<file path="src/rtl/i2s_tx_engine.sv">
// i2s_tx_engine: stereo serial audio transmitter (left-justified / I2S / right-justified).
// One stereo word {L,R} is pulled from a show-ahead FIFO once per frame. BCK, LRCK and
// DATA are plain registers in the i_clk36 domain, so no derived clocks exist.
module i2s_tx_engine #(
    parameter int SAMPLE_W      = 16,
    parameter int SLOT_W        = 24,
    parameter int BCK_DIV       = 8,
    parameter int FORMAT        = 0,
    parameter int UNDERRUN_MUTE = 1
) (
    input  logic                  i_clk36,
    input  logic                  i_rst36_n,
    input  logic                  i_empty,
    input  logic [2*SAMPLE_W-1:0] i_sample,
    input  logic                  i_mute,
    output logic                  o_rdreq,
    output logic                  o_underrun,
    output logic                  o_bck,
    output logic                  o_lrck,
    output logic                  o_data
);

    localparam int FRAME_BITS = 2 * SLOT_W;
    localparam int DIV_W      = $clog2(BCK_DIV);
    localparam int BIT_W      = $clog2(FRAME_BITS);
    // First slot position that carries a sample bit.
    localparam int DATA_OFS   = (FORMAT == 0) ? 0 : (FORMAT == 1) ? 1 : SLOT_W - SAMPLE_W;

    localparam logic [DIV_W-1:0] DIV_LAST   = DIV_W'(BCK_DIV - 1);
    localparam logic [BIT_W-1:0] BIT_LAST   = BIT_W'(FRAME_BITS - 1);
    localparam logic [BIT_W-1:0] RIGHT_BASE = BIT_W'(SLOT_W);

    // Reject parameter sets that cannot fit the sample into its slot.
    generate
        if (SAMPLE_W < 2 || SAMPLE_W > 32 || BCK_DIV < 2 || FORMAT < 0 || FORMAT > 2 ||
            SLOT_W < SAMPLE_W + ((FORMAT == 1) ? 1 : 0)) begin : g_param_error
            $error("i2s_tx_engine: illegal SAMPLE_W/SLOT_W/BCK_DIV/FORMAT combination");
        end
    endgenerate

    logic [DIV_W-1:0]      div_cnt_reg;
    logic [BIT_W-1:0]      bit_cnt_reg;
    logic                  bck_reg;
    logic                  lrck_reg;
    logic                  data_reg;
    logic                  rdreq_reg;
    logic                  underrun_reg;
    logic [2*SAMPLE_W-1:0] hold_reg;
    logic [SAMPLE_W-1:0]   frame_l_reg;
    logic [SAMPLE_W-1:0]   frame_r_reg;

    logic                  div_wrap;
    logic                  fall_edge;
    logic                  rise_edge;
    logic [BIT_W-1:0]      bit_next;
    logic                  frame_start;
    logic                  left_next;
    logic                  lrck_next;
    logic [SAMPLE_W-1:0]   load_l;
    logic [SAMPLE_W-1:0]   load_r;

    int                    slot_pos;
    logic [SAMPLE_W-1:0]   slot_word;
    logic [SAMPLE_W-1:0]   word_shifted;
    logic                  data_next;

    assign div_wrap    = (div_cnt_reg == DIV_LAST);
    assign fall_edge   = div_wrap & bck_reg;
    assign rise_edge   = div_wrap & ~bck_reg;
    assign bit_next    = (bit_cnt_reg == BIT_LAST) ? '0 : bit_cnt_reg + 1'b1;
    assign frame_start = (bit_next == '0);
    assign left_next   = (bit_next < RIGHT_BASE);
    // I2S drives LRCK low during the left slot, the other formats drive it high.
    assign lrck_next   = (FORMAT == 1) ? ~left_next : left_next;
    // Mute is applied only when a frame is loaded; the held sample itself is untouched.
    assign load_l      = i_mute ? '0 : hold_reg[2*SAMPLE_W-1:SAMPLE_W];
    assign load_r      = i_mute ? '0 : hold_reg[SAMPLE_W-1:0];

    // Pick the serial bit that belongs to the slot position entered on this fall edge.
    always_comb begin
        slot_pos     = left_next ? int'(bit_next) : int'(bit_next) - SLOT_W;
        if (frame_start) begin
            slot_word = load_l;
        end else if (left_next) begin
            slot_word = frame_l_reg;
        end else begin
            slot_word = frame_r_reg;
        end
        word_shifted = '0;
        data_next    = 1'b0;
        if (slot_pos >= DATA_OFS && slot_pos < DATA_OFS + SAMPLE_W) begin
            word_shifted = slot_word >> (SAMPLE_W - 1 - slot_pos + DATA_OFS);
            data_next    = word_shifted[0];
        end
    end

    // Clock divider, bit counter, serial outputs and once-per-frame FIFO fetch.
    always_ff @(posedge i_clk36) begin
        if (!i_rst36_n) begin
            div_cnt_reg  <= '0;
            bit_cnt_reg  <= '0;
            bck_reg      <= 1'b0;
            lrck_reg     <= 1'b0;
            data_reg     <= 1'b0;
            rdreq_reg    <= 1'b0;
            underrun_reg <= 1'b0;
            hold_reg     <= '0;
            frame_l_reg  <= '0;
            frame_r_reg  <= '0;
        end else begin
            div_cnt_reg  <= div_wrap ? '0 : div_cnt_reg + 1'b1;
            rdreq_reg    <= 1'b0;
            underrun_reg <= 1'b0;

            if (div_wrap) begin
                bck_reg <= ~bck_reg;
            end

            // LRCK/DATA change together with BCK falling so the DAC sees them stable on rise.
            if (fall_edge) begin
                bit_cnt_reg <= bit_next;
                lrck_reg    <= lrck_next;
                data_reg    <= data_next;
                if (frame_start) begin
                    frame_l_reg <= load_l;
                    frame_r_reg <= load_r;
                end
            end

            // Fetch on the rise of the last frame bit, half a BCK before the next frame loads.
            if (rise_edge && bit_cnt_reg == BIT_LAST) begin
                if (!i_empty) begin
                    rdreq_reg <= 1'b1;
                    hold_reg  <= i_sample;
                end else begin
                    underrun_reg <= 1'b1;
                    if (UNDERRUN_MUTE != 0) begin
                        hold_reg <= '0;
                    end
                end
            end
        end
    end

    assign o_bck      = bck_reg;
    assign o_lrck     = lrck_reg;
    assign o_data     = data_reg;
    assign o_rdreq    = rdreq_reg;
    assign o_underrun = underrun_reg;

endmodule

</file>
<file path="config.mk">
export PLATFORM = sky130hd
export DESIGN_NAME = i2s_tx_engine
export DESIGN_NICKNAME = d
export VERILOG_FILES = /design/src/rtl/i2s_tx_engine.sv
export SDC_FILE = /design/constraint.sdc
export NUM_CORES = 1
export LEC_CHECK = 0
export ABC_CLOCK_PERIOD_IN_PS = 3530
export CORE_UTILIZATION = 63
export CTS_BUF_LIST = sky130_fd_sc_hd__clkbuf_16
export DETAILED_ROUTE_END_ITERATION = 10
export DONT_BUFFER_PORTS = 1
export PLACE_DENSITY_LB_ADDON = 0.25
export SYNTH_ARGS = -nofsm -noshare
export SYNTH_HDL_FRONTEND = slang
export SYNTH_SLANG_ARGS = --single-unit
</file>
<file path="constraint.sdc">
create_clock -name i_clk36 -period 3.53 [get_ports i_clk36]
set_input_delay 0.353 -clock i_clk36 [delete_from_list [all_inputs] [get_ports i_clk36]]
set_output_delay 0.353 -clock i_clk36 [all_outputs]
set_load 0.01 [all_outputs]
</file>
Yosys cells after proc, flatten, opt, wreduce, memory -nomap -nowiden
Index checks and enable logic that the tools add are counted.

Register bits: 78. Output and inout port bits: 5. Logic and storage cells: 40.

$add $sub $neg: 4. Magnitude comparators: 3. Equality and inequality tests: 2. Shift-type cells: 1. Muxes and demuxes: 10. Bitwise operators: 4. Reductions and logical operators: 6.

Operators with widths (number): $mux W16 (4); $mux W32 (2); $ge A32 B1 Y1 const B (1); $lt A32 B6 Y1 const B (1); $shr A16 B32 Y1 (1); $sub A5 B32 Y32 const A (1); $sub A6 B5 Y7 const B (1); $add A6 B1 Y6 const B (1); $eq A6 B6 Y1 const B (1); $logic_not A6 Y1 (1); $lt A6 B5 Y1 const B (1); $mux W6 (1); $reduce_and A2 Y1 (2); $add A3 B1 Y3 const B (1); $eq A3 B3 Y1 const B (1); $mux W1 (3); $and A1 B1 Y1 (2); $logic_and A1 B1 Y1 (2); $not A1 Y1 (2); $reduce_or A2 Y1 (1).

Logic depth before layout (Yosys ltp)
Depth in word-level cells: 7. Depth in mapped cells: 12. Gate-level depth less buffers: 11.

Worst setup path before layout
OpenSTA, ideal clock, no wires.

Path kind: reg-to-reg. Start: reg bit_cnt_reg[0]. End: reg data_reg (netlist: o_data). Arrival time: 2.833 ns. Slack: 0.569 ns. Cell stages (with the launch flop): 13. Buffers on the path: 1. Cells stage by stage: dfxtp_1 ha_1 nand2_4 o311ai_0 o21ai_0 ha_1 a311o_1 buf_6 o31a_1 o311ai_2 o311ai_1 o311ai_1 o211ai_2.

Longest elaborated chain between the ends: 7. Elaborated cells on any way between the ends: 15.

RTL lines: from (decl) (RTL line 42) `logic [BIT_W-1:0] bit_cnt_reg;`; from (signal assigned) (RTL line 121) `bit_cnt_reg <= bit_next;`; $add A6 B1 Y6 / $eq A6 B6 Y1 (equally long branches) (RTL line 70) `assign bit_next = (bit_cnt_reg == BIT_LAST) ? '0 : bit_cnt_reg + 1'b1;`; $mux W6 * (RTL line 70); net bit_next[3] (RTL line 55) `logic [BIT_W-1:0] bit_next;`; $sub A6 B5 Y7 / $lt A6 B5 Y1 (equally long branches) (RTL line 81, 72); $mux W32 / $mux W16 (equally long branches) (RTL line 81, 84); $sub A5 B32 Y32, or another cell as far along (RTL line 92) `word_shifted = slot_word >> (SAMPLE_W - 1 - slot_pos + DATA_OFS);`; $shr A16 B32 Y1 / $logic_and A1 B1 Y1 (equally long branches) (RTL line 92, 91); $mux W1 * (RTL line 91) `if (slot_pos >= DATA_OFS && slot_pos < DATA_OFS + SAMPLE_W) begin`; to (signal assigned) (RTL line 123) `data_reg <= data_next;`; to (decl) (RTL line 45) `logic data_reg;`.

The timed path passes the listed nets; every way through them passes the cells marked *. A chain may end at the register's enable or synchronous reset.

Worst setup path after layout
Ends and elaborated chain as after synthesis.

==> results by group <==
Outcome
  • Status: completed

Clocking
  • H-tree depth: 3
  • Clock Tree Buf Depth: 2
  • Cts bufs inserted: 9
  • Clk_lat worst skew: 0.34 ns
  • Clock sinks: 78
  • Clock transition at path regs: about 0.06 ns
  • CTS tree: built
  • Root Buffer: clkbuf_16

Worst setup path
  • CP top delay family: compound AO/OA/AOI/OAI gates
  • Worst r2r src: bit_cnt_reg[0]$_SDFFE_PN0P_
  • FF-to-FF path depth: 12
  • Crit. Startpoint: bit_cnt_reg[0]$_SDFFE_PN0P_
  • Reg-to-reg setup timing slack: 0.18 ns
  • Slowest stage cell, crit path: a311o_1
  • Startpoint types: flip-flop
  • Max incr delay on CP: roughly 0.47 ns
  • Worst reg2reg endpoint: o_data$_SDFFE_PN0P_
  • CP cell instances: ha_2 > nand2_4 > o311ai_0 > o21ai_1 > ha_1 > a311o_1 > nor3_4 > buf_4 > mux2i_1 > nor3_1 > o311ai_1 > o211ai_2
  • Setup CP Type: flip-flop to flip-flop
  • Required time of the critical path: roughly 3.8 ns
  • Critical path fanouts, max: 11
  • Kind of end point of the critical path: flip-flop
  • CP Depth: 12
  • Buf+Inv Stages, Crit Path: 1
  • Critical path arrival: 3.57 ns
  • Critical path destination: o_data$_SDFFE_PN0P_

Synth
  • Main synth FF type: dfxtp_1
  • Share of the synthesized area in the top cell type: 0.3954
  • Register area share after synthesis: 0.3954
  • Cell Area, Synth: 3949 µm²
  • Count leader, synth: nor2_1
  • Syn avg cell area: 8.384 µm²
  • Register bit total from synthesis: 78
  • Share of flip-flops with an asynchronous set or reset: 0
  • Synth warnings: 0
  • Commonest cells post-synth: 81 x nor2_1, 78 x dfxtp_1, 70 x a21oi_1
  • Synth Net Count: 511
  • Yosys cell types: 62
  • Yosys top cell by area: dfxtp_1
  • Synth area leaders: dfxtp_1 40%, nor3b_1 10%, a21oi_1 8.9%
  • Post-synth EDFFs: 0
  • Post-Syn Instances: 471

Finish
  • FF/Latch Area: 1562 µm²
  • Multi-input gate area: around 2100 µm²
  • Diode count: 0
  • Synth-to-Final Area Change: 5.387%
  • Design area: 4161 µm²
  • Max reg flops: 32
  • Share of cells above drive strength 1: 0.1055
  • Filler cells: approximately 500
  • Layout Nets: slightly below 500

Place
  • Detailed Place HPWL: 5993 µm
  • IO buf count: 0
  • Dpl ws: 0.04279 ns
  • Area after DPL: approximately 3900 µm²
  • Placer Congestion: 0.9540

Pwr
  • Static leakage: about 1.4 nW
  • Clk pwr share: 0.486
  • Power density over the cells: approximately 430 nW/µm²
  • Logic pwr share: 0.015
  • P_int: approximately 1.4 mW
  • Sw Ratio: 0.2238
  • Flop pwr share: 0.499
  • Max VDD drop: 0.0002651 V
  • Switching pwr: about 400 µW

Global routing
  • First-pass GRT wire length: 14350 µm
  • Overflow after GRT: 0
  • Initial antenna violation count: 0
  • Total GRT Usage: 0.2866
  • Largest net degree at the start of global routing: 63
  • Number of global-route vias before repair: 3007

STA
  • Ratio of final minimum period to clock period: 0.9489
  • Final hold violations: 0
  • Setup violators final: 0
  • Min Tclk post-route: between 3 and 4 ns
  • Slew @ Worst Pin: 1.023 ns
  • RSZ-0062 raised after global routing: false
  • Max transition margin: 0.3177
  • Worst Skew: 0.007366 ns
  • PnR worst setup slack: 0.1802 ns
  • Setup tns final: 0 ns
  • Max Clk Rate: approximately 0.30 GHz
  • Max-slew violations: 0
  • WHS: 0.09520 ns

Floorplanning
  • Die H: 81.17 µm
  • Starting density of the core: 0.6591
  • Die width: 81.17 µm
  • Num ports: 41
  • Row cnt: 28
  • Core area: 5991 µm²
  • DIE AREA: 6589 µm²

Worst hold path
  • Min-delay worst type: input port to flip-flop

Route
  • Routed WL per cell: between 15 and 20 µm
  • Routed WL: 8857 µm
  • First-pass DRT Iterations: 4
  • Antenna violation net count after detailed routing: 0
  • Drt drc: 0
  • Initial DRC Count: 153
  • Routed via count: 3284
  • Detail-routed via count per cell: roughly 6.2

Job
  • Max cap viols: 0
-- worst min-delay path by stage --
| stage | slack [ns] | startpoint | cells after the start | end |
|---|---|---|---|---|
| floorplan | 0.40 | div_cnt_reg[0]$_SDFF_PP0_ | 1 | div_cnt_reg[0]$_SDFF_PP0_ |
| global placement | 0.42 | div_cnt_reg[0]$_SDFF_PP0_ | 1 | div_cnt_reg[0]$_SDFF_PP0_ |
| detailed placement | 0.43 | div_cnt_reg[0]$_SDFF_PP0_ | 1 | div_cnt_reg[0]$_SDFF_PP0_ |
| CTS | 0.09 | i_empty | 1 | o_rdreq$_SDFF_PN0_ |
| global route | 0.09 | i_empty | 1 | o_rdreq$_SDFF_PN0_ |
| finish | 0.1 | i_empty | 1 | o_rdreq$_SDFF_PN0_ |
-- metal layers --
layer / vias up / part of all wire / track usage
met3: 16 / 0.059 / 0.06966
met4: 0 / 0.021 / 0.1304
met1: 1537 / 0.46 / 0.3706
li1: 1645 / - / -
met5: - / 0 / 0
met2: 86 / 0.46 / 0.4496
-- metrics by stage --
step / total power [mW] / instances / utilization
final: 1.772 / 530 / 0.6947
after global routing: 1.824 / 530 / 0.6947
after CTS: 1.785 / 529 / 0.6930
after detailed placement: 0.9297 / 511 / 0.6437
after global placement: 0.9291 / 511 / 0.6437
after floorplan: 0.9351 / 471 / -
-- layout by cell type (no fill, tap or decap), types with 2 or more instances in the layout --
| master | instances |
|---|---|
| nand3_1 | 3 |
| buf_4 | 10 |
| o311ai_0 | 5 |
| o311ai_1 | 4 |
| o211ai_1 | 2 |
| clkinv_1 | 2 |
| inv_6 | 2 |
| a211oi_1 | 6 |
| dfxtp_1 | 78 |
| clkinvlp_4 | 3 |
| nor3_4 | 2 |
| nor2b_1 | 6 |
| ha_1 | 3 |
| xnor2_1 | 4 |
| nand2_1 | 25 |
| inv_2 | 2 |
| o31a_1 | 9 |
| o21ai_0 | 14 |
| mux2i_1 | 6 |
| and4_1 | 7 |
| nor3_1 | 7 |
| a21oi_1 | 70 |
| nand4_1 | 2 |
| or3_1 | 2 |
| a221oi_1 | 2 |
| nor2_1 | 81 |
| clkbuf_16 | 9 |
| nor3b_1 | 53 |
| inv_1 | 2 |
-- cells by family after synthesis --
group | synth area share
multiplexers | 0.01521
XOR/XNOR | 0.01109
adder cells (fa/ha/maj) | 0.01267
buffers and inverters | 0.06812
AND/OR/NAND/NOR | 0.2937
AO/OA/AOI/OAI | 0.2037
flip-flops | 0.3954
-- final cells by class --
cell class / instances / area share
multi-input combinational: 345 / 0.5102
clock inverter: 7 / 0.01323
inverter: 6 / 0.006615
sequential: 78 / 0.3752
clock buffer: 9 / 0.05412
tap: 75 / 0.02255
timing repair buffer: 10 / 0.01804
-- repair_timing --
action                     in CTS  in global routing
gates resized for setup         0                  2
pin swaps                       1                  1
hold buffers                    0                  0
buffers inserted                2                  1
setup endpoints to repair       1                  1
-- power groups by stage --
stage	sequential (mW)	clock [mW]	combinational, mW
2_1_floorplan	0.904	0	0.0314
3_3_place_gp	0.904	0	0.0252
3_5_place_dp	0.904	0	0.0257
4_1_cts	0.884	0.875	0.0257
5_1_grt	0.884	0.911	0.0286
6_report	0.884	0.862	0.0257
No activity file was read; power rests on OpenSTA's default activity.
